File: src/rtl/ldext_pipe.sv
// Registered load-data extract/extend stage: picks a byte/half/word/dword field
// out of a memory word, sign- or zero-extends it, flags illegal accesses.
module ldext_pipe #(
  parameter int M    = 32,
  parameter int CNTW = 8
) (
  input  logic                    i_clk,
  input  logic                    i_rst,
  input  logic                    i_valid,
  output logic                    o_ready,
  input  logic [M-1:0]            i_data,
  input  logic [$clog2(M/8)-1:0]  i_offs,
  input  logic [1:0]              i_size,
  input  logic                    i_unsigned,
  output logic                    o_valid,
  input  logic                    i_ready,
  output logic [M-1:0]            o_data,
  output logic                    o_misalign,
  output logic [CNTW-1:0]         o_err_cnt
);

  localparam int MAXSZ = $clog2(M/8);
  localparam int IW    = $clog2(M);

  logic          accept;
  logic          bad;
  logic          sgn;
  logic [IW-1:0] sidx;
  logic [M-1:0]  shifted;
  logic [M-1:0]  mask;
  logic [M-1:0]  ext_data;
  int            width;
  int            offs;

  assign o_ready = !o_valid || i_ready;
  assign accept  = i_valid && o_ready;

  // Shift the addressed field down to bit 0, then mask it and fill the upper
  // bits; a full-width access leaves mask all ones so the word passes through.
  always_comb begin
    width    = 8 << i_size;
    offs     = int'(i_offs);
    bad      = (int'(i_size) > MAXSZ)
            || ((offs & ((1 << i_size) - 1)) != 0)
            || ((offs * 8 + width) > M);
    shifted  = i_data >> {i_offs, 3'b000};
    mask     = ~({M{1'b1}} << width);
    sidx     = IW'(width - 1);
    sgn      = shifted[sidx];
    ext_data = '0;
    if (!bad) begin
      ext_data = (shifted & mask) | ((sgn && !i_unsigned) ? ~mask : '0);
    end
  end

  always_ff @(posedge i_clk) begin
    if (i_rst) begin
      o_valid    <= 1'b0;
      o_data     <= '0;
      o_misalign <= 1'b0;
      o_err_cnt  <= '0;
    end else begin
      if (accept) begin
        o_valid    <= 1'b1;
        o_data     <= ext_data;
        o_misalign <= bad;
        if (bad && (o_err_cnt != {CNTW{1'b1}})) begin
          o_err_cnt <= o_err_cnt + 1'b1;
        end
      end else if (i_ready) begin
        o_valid <= 1'b0;
      end
    end
  end

endmodule

File: config.mk
export PLATFORM = sky130hd
export DESIGN_NAME = ldext_pipe
export DESIGN_NICKNAME = d
export VERILOG_FILES = /design/src/rtl/ldext_pipe.sv
export SDC_FILE = /design/constraint.sdc
export NUM_CORES = 1
export LEC_CHECK = 0
export ABC_AREA = 1
export CORE_MARGIN = 2
export CORE_UTILIZATION = 50
export CTS_CLUSTER_DIAMETER = 30
export DETAILED_ROUTE_END_ITERATION = 8
export PLACE_DENSITY = 0.85
export SLEW_MARGIN = 10
export SYNTH_ARGS = -nofsm -noshare
export SYNTH_HDL_FRONTEND = slang
export SYNTH_SLANG_ARGS = --single-unit
File: constraint.sdc
create_clock -name i_clk -period 6.6 [get_ports i_clk]
set_clock_uncertainty 0.1 [all_clocks]
set_input_delay 1.32 -clock i_clk [delete_from_list [all_inputs] [get_ports i_clk]]
set_output_delay 1.32 -clock i_clk [all_outputs]
set_load 0.01 [all_outputs]
# Word-level counts from Yosys, hierarchy flattened
# Index checks and enable logic that the tools add are counted.
# word_totals
regBits	42
inputBits	41
# classes
n_addsub	4
n_lt_le_gt_ge	3
eq_ne	1
shift	4
n_mux	6
bitwise	5
n_reduce_logical	11
# op_table
operator	count
two-way mux 32 bit	2
NOT 32 bit	2
adder 6 x 32 -> 32 bit	1
AND 3 x 32 -> 32 bit	1
AND 32 bit	1
> comparator 32 x 7 -> 1 bit, second input constant	1
OR 32 bit	1
nonzero test 32 bit	1
left shift 1 x 2 -> 32 bit, first input constant	1
left shift 32 x 32 -> 32 bit, first input constant	1
left shift 4 x 2 -> 32 bit, first input constant	1
>> shifter 32 x 5 -> 32 bit	1
subtractor 32 x 2 -> 32 bit, second input constant	1
adder 8 x 1 -> 8 bit, second input constant	1
!= test 8 bit, second input constant	1
less-than comparator 5 x 6 -> 1 bit, second input constant	1
binary-select mux 1 bit (select 5 bit)	1
subtractor 5 x 2 -> 5 bit, second input constant	1
logical AND 1 bit	3
logical OR 1 bit	3
two-way mux 1 bit	3
> comparator 2 bit, second input constant	1
logical NOT 1 bit	2
AND reduction 2 bit	1
nonzero test 2 bit	1

# Longest topological paths before layout
# Gate-level depths: netlist of run 1.
# depth
depth_word	8
ltp_mapped	15

# Worst setup path after synthesis of run 1
# No wires, ideal clock.
# synth_path
path_kind	input-to-reg
from	in i_size[1]
to	reg o_data[17]
setup_ns	0.071
arrival_ns	3.100
t_required_ns	6.429
path_slack_ns	3.329
stages	13
path_buffers	4
cell_sequence	buf_4 clkbuf_1 nor2_1 inv_1 fa_1 nand2_1 nand3_2 nand4_4 clkinv_2 buf_6 buf_8 nand3_2 a21oi_2
# synth_via
elab_chain_cells	8
word_cells_on_any_way	21
cone_classes	3 x add/sub; 2 x order compare; 3 x shift; 4 x mux; 5 x bitwise; 4 x reduce/logical
# synth_rtl
element	line_no	rtl
start, declared	13	input logic [1:0] i_size,
parallel branches: the longest is 7 deep, another holds adder 6 x 32 -> 32 bit	n/a	
two-way mux 32 bit *	51	if (!bad) begin
end signal, assigned	65	o_data <= ext_data;
end, declared	17	output logic [M-1:0] o_data,
# Every way passes the cells marked *. The select of a mux whose other input is x is not followed.
# A chain may end at the register's enable or synchronous reset.

# Worst setup path after layout of run 1
# layout_path
from	in i_size[1]
to	reg o_data[12]
# The elaborated chain is that of the path after synthesis.

==> flow_summary.json, run 1 <==
{
  "status": "finished clean",
  "std_cell_rows": 26,
  "worst_setup_path_end_kind": "register",
  "ant_nets": 0,
  "antenna_found_initial": 0,
  "ir_drop_v": 0.0000807,
  "combPwrFrac_pct": 23.8,
  "numClockSinks": 42,
  "slew_viol_final": 0,
  "synthCells": 354,
  "die-height_um": 76.6,
  "htreeDepth": 2,
  "p_int_mw": 0.405,
  "min_path_type": "reg2reg",
  "yosys_most_used_dff": "dfxtp_1",
  "syn_nets": 400,
  "p_leak_nw": 1.30,
  "synthTopCellsByCount": "nand2_1 (94), dfxtp_1 (42), a21oi_1 (28)",
  "fin_setup_tns_ns": 0,
  "die_area_sq_um": 5870,
  "ctsRootBufferMaster": "clkbuf_8",
  "power.density_nw_per_um2": 167,
  "fin_crit_ns": 4.41,
  "antennaDiodeCount": 0,
  "grt_start_max_net_pins": 40,
  "io_buffer_count": 83,
  "cp_max_fo": 29,
  "core_area_sq_um": 5110,
  "tightest_slew_ns": 0.897,
  "cap_violations": 0,
  "clock_latency_ns": 0.29,
  "drt_iter0_drc": 175,
  "drcViolationCount": 0,
  "synth_edf_count": 0,
  "synthesis.area_sq_um": 2640,
  "postCtsHoldBufs": 0,
  "finalSetupViolations": 0,
  "synth_top_area_cell": "dfxtp_1",
  "switching_share_pct": 30.2,
  "path_clk_slew_ns": 0.09,
  "max_clock_freq_ghz": 0.227,
  "overflow": 0,
  "wl_per_cell_um": 14.2,
  "cts_setup_buffers": 0,
  "boundaryPins": 84,
  "cp.arrival_ns": 4.45,
  "wirelength_mm": 6.98,
  "fp.dieW_um": 76.6,
  "fin_nets": 467,
  "detail_route.vias_per_cell": 5.37,
  "cts_tree": "yes",
  "path_class": "in2reg",
  "initial_core_util_pct": 51.6,
  "synth_top_area_share_pct": 31.9,
  "p_clk_share_pct": 30.3,
  "seq_power_share_pct": 46.0,
  "synthToLayoutAreaGrowth_pct": 32.3,
  "fillers": 428,
  "vias": 2641,
  "total_power_mw": 0.581,
  "clock_path_buffers": 2,
  "maxSlewHeadroom_pct": 40.2,
  "drtPass1Iterations": 4,
  "syn_avg_cell_area_sq_um": 7.44,
  "grt_pass1_vias": 2417,
  "grt_pass1_wl_mm": 11.8,
  "numCtsBuffers": 5,
  "rsz0062_at_grt": "false",
  "grt_usage_pct": 24.4,
  "ys_warn_count": 0,
  "drive_gt1_share_pct": 15.4,
  "yosysMostFrequentCell": "nand2_1",
  "cts_resized": 0,
  "fin_crit_sh_pct": 66.8,
  "crit_required_ns": 6.64,
  "ys_ff_latch": 42,
  "start_kind": "primary input",
  "gp_congestion": 0.879,
  "synth-async-reset-ratio_pct": 0,
  "hold_viol_final": 0,
  "dp_hpwl_mm": 5.03,
  "switchingPower_mw": 0.175,
  "ys_seq_area_share_pct": 31.9,
  "synth_area_leaders": "dfxtp_1 (32%), nand2_1 (13%), nand3_2 (7.2%), a21oi_1 (5.3%), a21oi_2 (5.3%)",
  "synth_cell_types": 33
}
-- layout by cell type (no fill, tap or decap), drive strengths merged --
cell	instances
clkinv	3
o21ai	22
nor2	12
nand2	103
inv	26
a21oi	44
nand3	46
o221ai	7
clkinvlp	1
fa	1
o211ai	4
xor2	5
clkbuf	6
buf	2
nand4	8
ha	4
mux2i	4
clkdlybuf4s50	82
dfxtp	42
-- state kept, by name (all words and copies together) (netlist names) --
signal	cells
o_data	32
o_valid	1
o_err_cnt	8
o_misalign	1
-- per-layer routing --
layer	vias to the layer above	global-route usage, %	share of wire, %
li1	1322	-	-
met1	1194	33.9	46
met2	116	39.1	46
met3	9	4.98	6.9
met4	0	5.45	0.97
met5	-	0	0
-- worst max-delay path: stages --
cell and delay, ns:
clkdlybuf4s50_1 0.85, inv_2 0.14, nand2_2 0.21, inv_1 0.11, ha_1 0.20, inv_1 0.07, fa_1 0.41, nand2_1 0.09
nand3_2 0.10, nand4_4 0.14, clkinv_2 0.41, nand3_1 0.27, a21oi_1 0.11
-- cell families after synthesis --
group           Yosys count  synth area share [%]
buf+inv                  52                  10.4
xor+xnor                  5                  1.66
flops                    42                  31.9
simple gates            169                  33.4
fa+ha+maj                 5                  2.66
compound gates           77                  18.4
mux                       4                  1.52
-- path summary, 6_finish.rpt --
kind	slack, ns	depth (start not counted)	start	to
setup / recovery	2.19	13	i_size[1]	o_data[12]$_SDFFE_PP0P_
hold / removal	0.37	2	o_data[31]$_SDFFE_PP0P_	o_data[31]$_SDFFE_PP0P_
hold reg to reg	0.37	2	o_data[31]$_SDFFE_PP0P_	o_data[31]$_SDFFE_PP0P_
setup reg to reg	4.06	7	o_valid$_SDFFE_PP0P_	o_data[12]$_SDFFE_PP0P_
-- stage by stage --
step / instances / util [%] / instance area, sq um / hold slack (ns) / worst slack (ns)
final: 492 / 68.3 / 3490 / 0.373 / 2.19
after global routing: 492 / 68.3 / 3490 / 0.399 / 2.01
after CTS: 492 / 68.3 / 3490 / 0.377 / 2.24
after detailed placement: 484 / 66.4 / 3390 / 0.356 / 1.98
after global placement: 484 / 66.4 / 3390 / 0.360 / 2.08
after floorplan: 354 / - / 2640 / 0.389 / 3.33
-- power by group through the flow --
stage,registers (mW),logic (mW),clock network (mW)
after floorplan,0.276,0.0820,0
after CTS,0.267,0.137,0.176
after global placement,0.273,0.134,0
after detailed placement,0.273,0.137,0
final,0.267,0.138,0.176
after global routing,0.268,0.152,0.188
-- area by class of cell --
type | count | area [sq um] | share of cell area, %
repair buffers | 84 | 833 | 23.9
flip-flops and latches | 42 | 841 | 24.1
multi-input cells | 260 | 1520 | 43.6
clock buffers | 6 | 82.6 | 2.37
inverters | 28 | 110 | 3.16
well taps | 70 | 87.6 | 2.51
clock inverters | 2 | 12.5 | 0.359
Note: power is estimated with default switching activity, not from simulation.
==> run 2, diff against run 1 <==
Settings changed: CORE_UTILIZATION 50 to 42, PLACE_DENSITY 0.85 to 0.77.
Clock period 6.6 ns to 3.66 ns, I/O delays scaled along.
==> run 2 against run 1 <==
Cell count is 2.0% higher. Register-to-register slack worse by 2.2 ns. Clock power is 110% higher. Largest power group unchanged.
==> flow_summary.json, run 2 (same netlist as run 1, synthesis figures left out) <==
{
  "status": "finished clean",
  "cts_resized": 0,
  "ctsRootBufferMaster": "clkbuf_8",
  "r2r_setup_slack_ns": 1.84,
  "std_cell_rows": 28,
  "fin_crit_sh_pct": 85.0,
  "core_area_sq_um": 5990,
  "wl_per_cell_um": 14.3,
  "reg2reg_to": "o_data[3]$_SDFFE_PP0P_",
  "crit_required_ns": 3.71,
  "cts_tree": "yes",
  "clock_latency_ns": 0.30,
  "largest_reg_flops": 32,
  "grt_pass1_wl_mm": 11.8,
  "worst_setup_path_end_kind": "register",
  "wirelength_mm": 7.18,
  "reg2regPathDepth": 7,
  "ir_drop_v": 0.000162,
  "numClockSinks": 42,
  "overflow": 0,
  "fin_setup_tns_ns": 0,
  "finalSetupViolations": 0,
  "seq_power_share_pct": 43.8,
  "p_leak_nw": 1.33,
  "fp.dieW_um": 83.2,
  "postCtsHoldBufs": 0,
  "power.density_nw_per_um2": 311,
  "path_clk_slew_ns": 0.08,
  "tightest_slew_ns": 0.894,
  "slew_viol_final": 0,
  "die_area_sq_um": 6920,
  "antenna_found_initial": 0,
  "path_buf_inv": 5,
  "seq_area_sq_um": 841,
  "crit_chain": "clkdlybuf4s50_1 > inv_2 > nand2_2 > inv_1 > ha_1 > inv_1 > fa_1 > nand2_1 > nand3_2 > nand4_4 > clkinv_2 > o211ai_1 > a21oi_1",
  "vias": 2693,
  "drcViolationCount": 0,
  "maxSlewHeadroom_pct": 40.4,
  "cp_max_fo": 29,
  "total_power_mw": 1.10,
  "reg_top3": "o_data x32, o_err_cnt x8",
  "drt_iter0_drc": 164,
  "crit_top_cell": "inv_1",
  "min_path_type": "reg2reg",
  "grt_start_max_net_pins": 40,
  "r2r_start": "o_valid$_SDFFE_PP0P_",
  "dp_hpwl_mm": 5.16,
  "io_buffer_count": 83,
  "hold_viol_final": 0,
  "crit_slowest_cell": "clkdlybuf4s50_1",
  "cp-startpoint": "i_size[1]",
  "drtPass1Iterations": 5,
  "mostFrequentLayoutCells": "nand2_1 (94), clkdlybuf4s50_1 (82), dfxtp_1 (42)",
  "p_int_mw": 0.784,
  "p_clk_share_pct": 33.3,
  "switchingPower_mw": 0.317,
  "antennaDiodeCount": 0,
  "fillers": 541,
  "rsz0062_at_grt": "false",
  "final_common_cell": "nand2_1",
  "grt_usage_pct": 20.5,
  "start_kind": "primary input",
  "clock_path_buffers": 2,
  "slowest_delay_ns": 0.43,
  "path_class": "in2reg",
  "htreeDepth": 2,
  "fin_crit_ns": 3.11,
  "cap_violations": 0,
  "ant_nets": 0,
  "cp.arrival_ns": 3.16,
  "drive_gt1_share_pct": 16.4,
  "crit_family": "buffers and inverters",
  "top_register": "o_data",
  "initial_core_util_pct": 44.0,
  "max_clock_freq_ghz": 0.321,
  "gp_congestion": 0.847,
  "combPwrFrac_pct": 22.9,
  "fin_nets": 472,
  "cp.depth": 13,
  "switching_share_pct": 28.8,
  "synthToLayoutAreaGrowth_pct": 34.5,
  "crit_path_end": "o_data[3]$_SDFFE_PP0P_",
  "cts_setup_buffers": 0,
  "detail_route.vias_per_cell": 5.36,
  "grt_pass1_vias": 2459,
  "boundaryPins": 84,
  "die-height_um": 83.2,
  "numCtsBuffers": 5,
  "multi_input_area_sq_um": 1520
}
-- run 2: changes by cell type in the layout (fill, tap and decap cells not counted), sizes merged --
cell	change
buf	+5
bufinv	+1
clkbuf	-1
clkinv	+1
clkinvlp	-1
-- run 2: layout make-up --
cell class                      count  share of cell area, %
Inverter                           28                   3.11
Sequential cell                    42                   23.7
Clock inverter                      3                   1.13
Multi-Input combinational cell    260                   42.9
Tap cell                           75                   2.65
Timing Repair Buffer               89                   24.6
Clock buffer                        5                   1.94
-- run 2: power by group through the flow --
stage | Sequential (mW) | Combinational [mW] | Clock, mW
CTS | 0.482 | 0.252 | 0.371
floorplan | 0.497 | 0.148 | 0
global placement | 0.492 | 0.248 | 0
finish | 0.482 | 0.253 | 0.367
global route | 0.484 | 0.276 | 0.391
detailed placement | 0.492 | 0.251 | 0
-- run 2: tightest hold or removal path: cells and delay by family, from the launching register on --
kind             cells  cell delay (ns)
AO/OA/AOI/OAI        1             0.05
flip-flops           1             0.32
AND/OR/NAND/NOR      1             0.06
-- run 2: how the worst min path moves through the flow --
stage                                 start                      end  depth (start not counted)
finish               o_data[3]$_SDFFE_PP0P_   o_data[3]$_SDFFE_PP0P_                          2
global route        o_data[22]$_SDFFE_PP0P_  o_data[22]$_SDFFE_PP0P_                          2
CTS                  o_data[3]$_SDFFE_PP0P_   o_data[3]$_SDFFE_PP0P_                          2
detailed placement   o_data[8]$_SDFFE_PP0P_   o_data[8]$_SDFFE_PP0P_                          2
global placement     o_data[3]$_SDFFE_PP0P_   o_data[3]$_SDFFE_PP0P_                          2
floorplan           o_data[25]$_SDFFE_PP0P_  o_data[25]$_SDFFE_PP0P_                          2
-- run 2: per-stage QoR --
| step | area, sq um | instances | setup slack, ns | utilization [%] | hold slack, ns |
|---|---|---|---|---|---|
| floorplan | 2640 | 354 | 0.977 | - | 0.389 |
| global placement | 3440 | 494 | 0.299 | 57.4 | 0.359 |
| detailed placement | 3440 | 494 | 0.226 | 57.4 | 0.363 |
| CTS | 3540 | 502 | 0.547 | 59.2 | 0.376 |
| global route | 3540 | 502 | 0.389 | 59.2 | 0.398 |
| finish | 3540 | 502 | 0.549 | 59.2 | 0.374 |
-- run 2: metal layers --
layer / part of all wire (%) / vias to the layer above / track usage [%]
li1: - / 1329 / -
met1: 46 / 1238 / 27.8
met3: 8.1 / 9 / 5.86
met4: 1.6 / 0 / 5.22
met5: 0 / - / 0
met2: 45 / 117 / 31.8
==> run 3, diff against run 2 <==
Settings changed: CAP_MARGIN from default to 15.
==> results of run 3 <==
No change in the layout: final DEF, timing and power equal those of run 2.
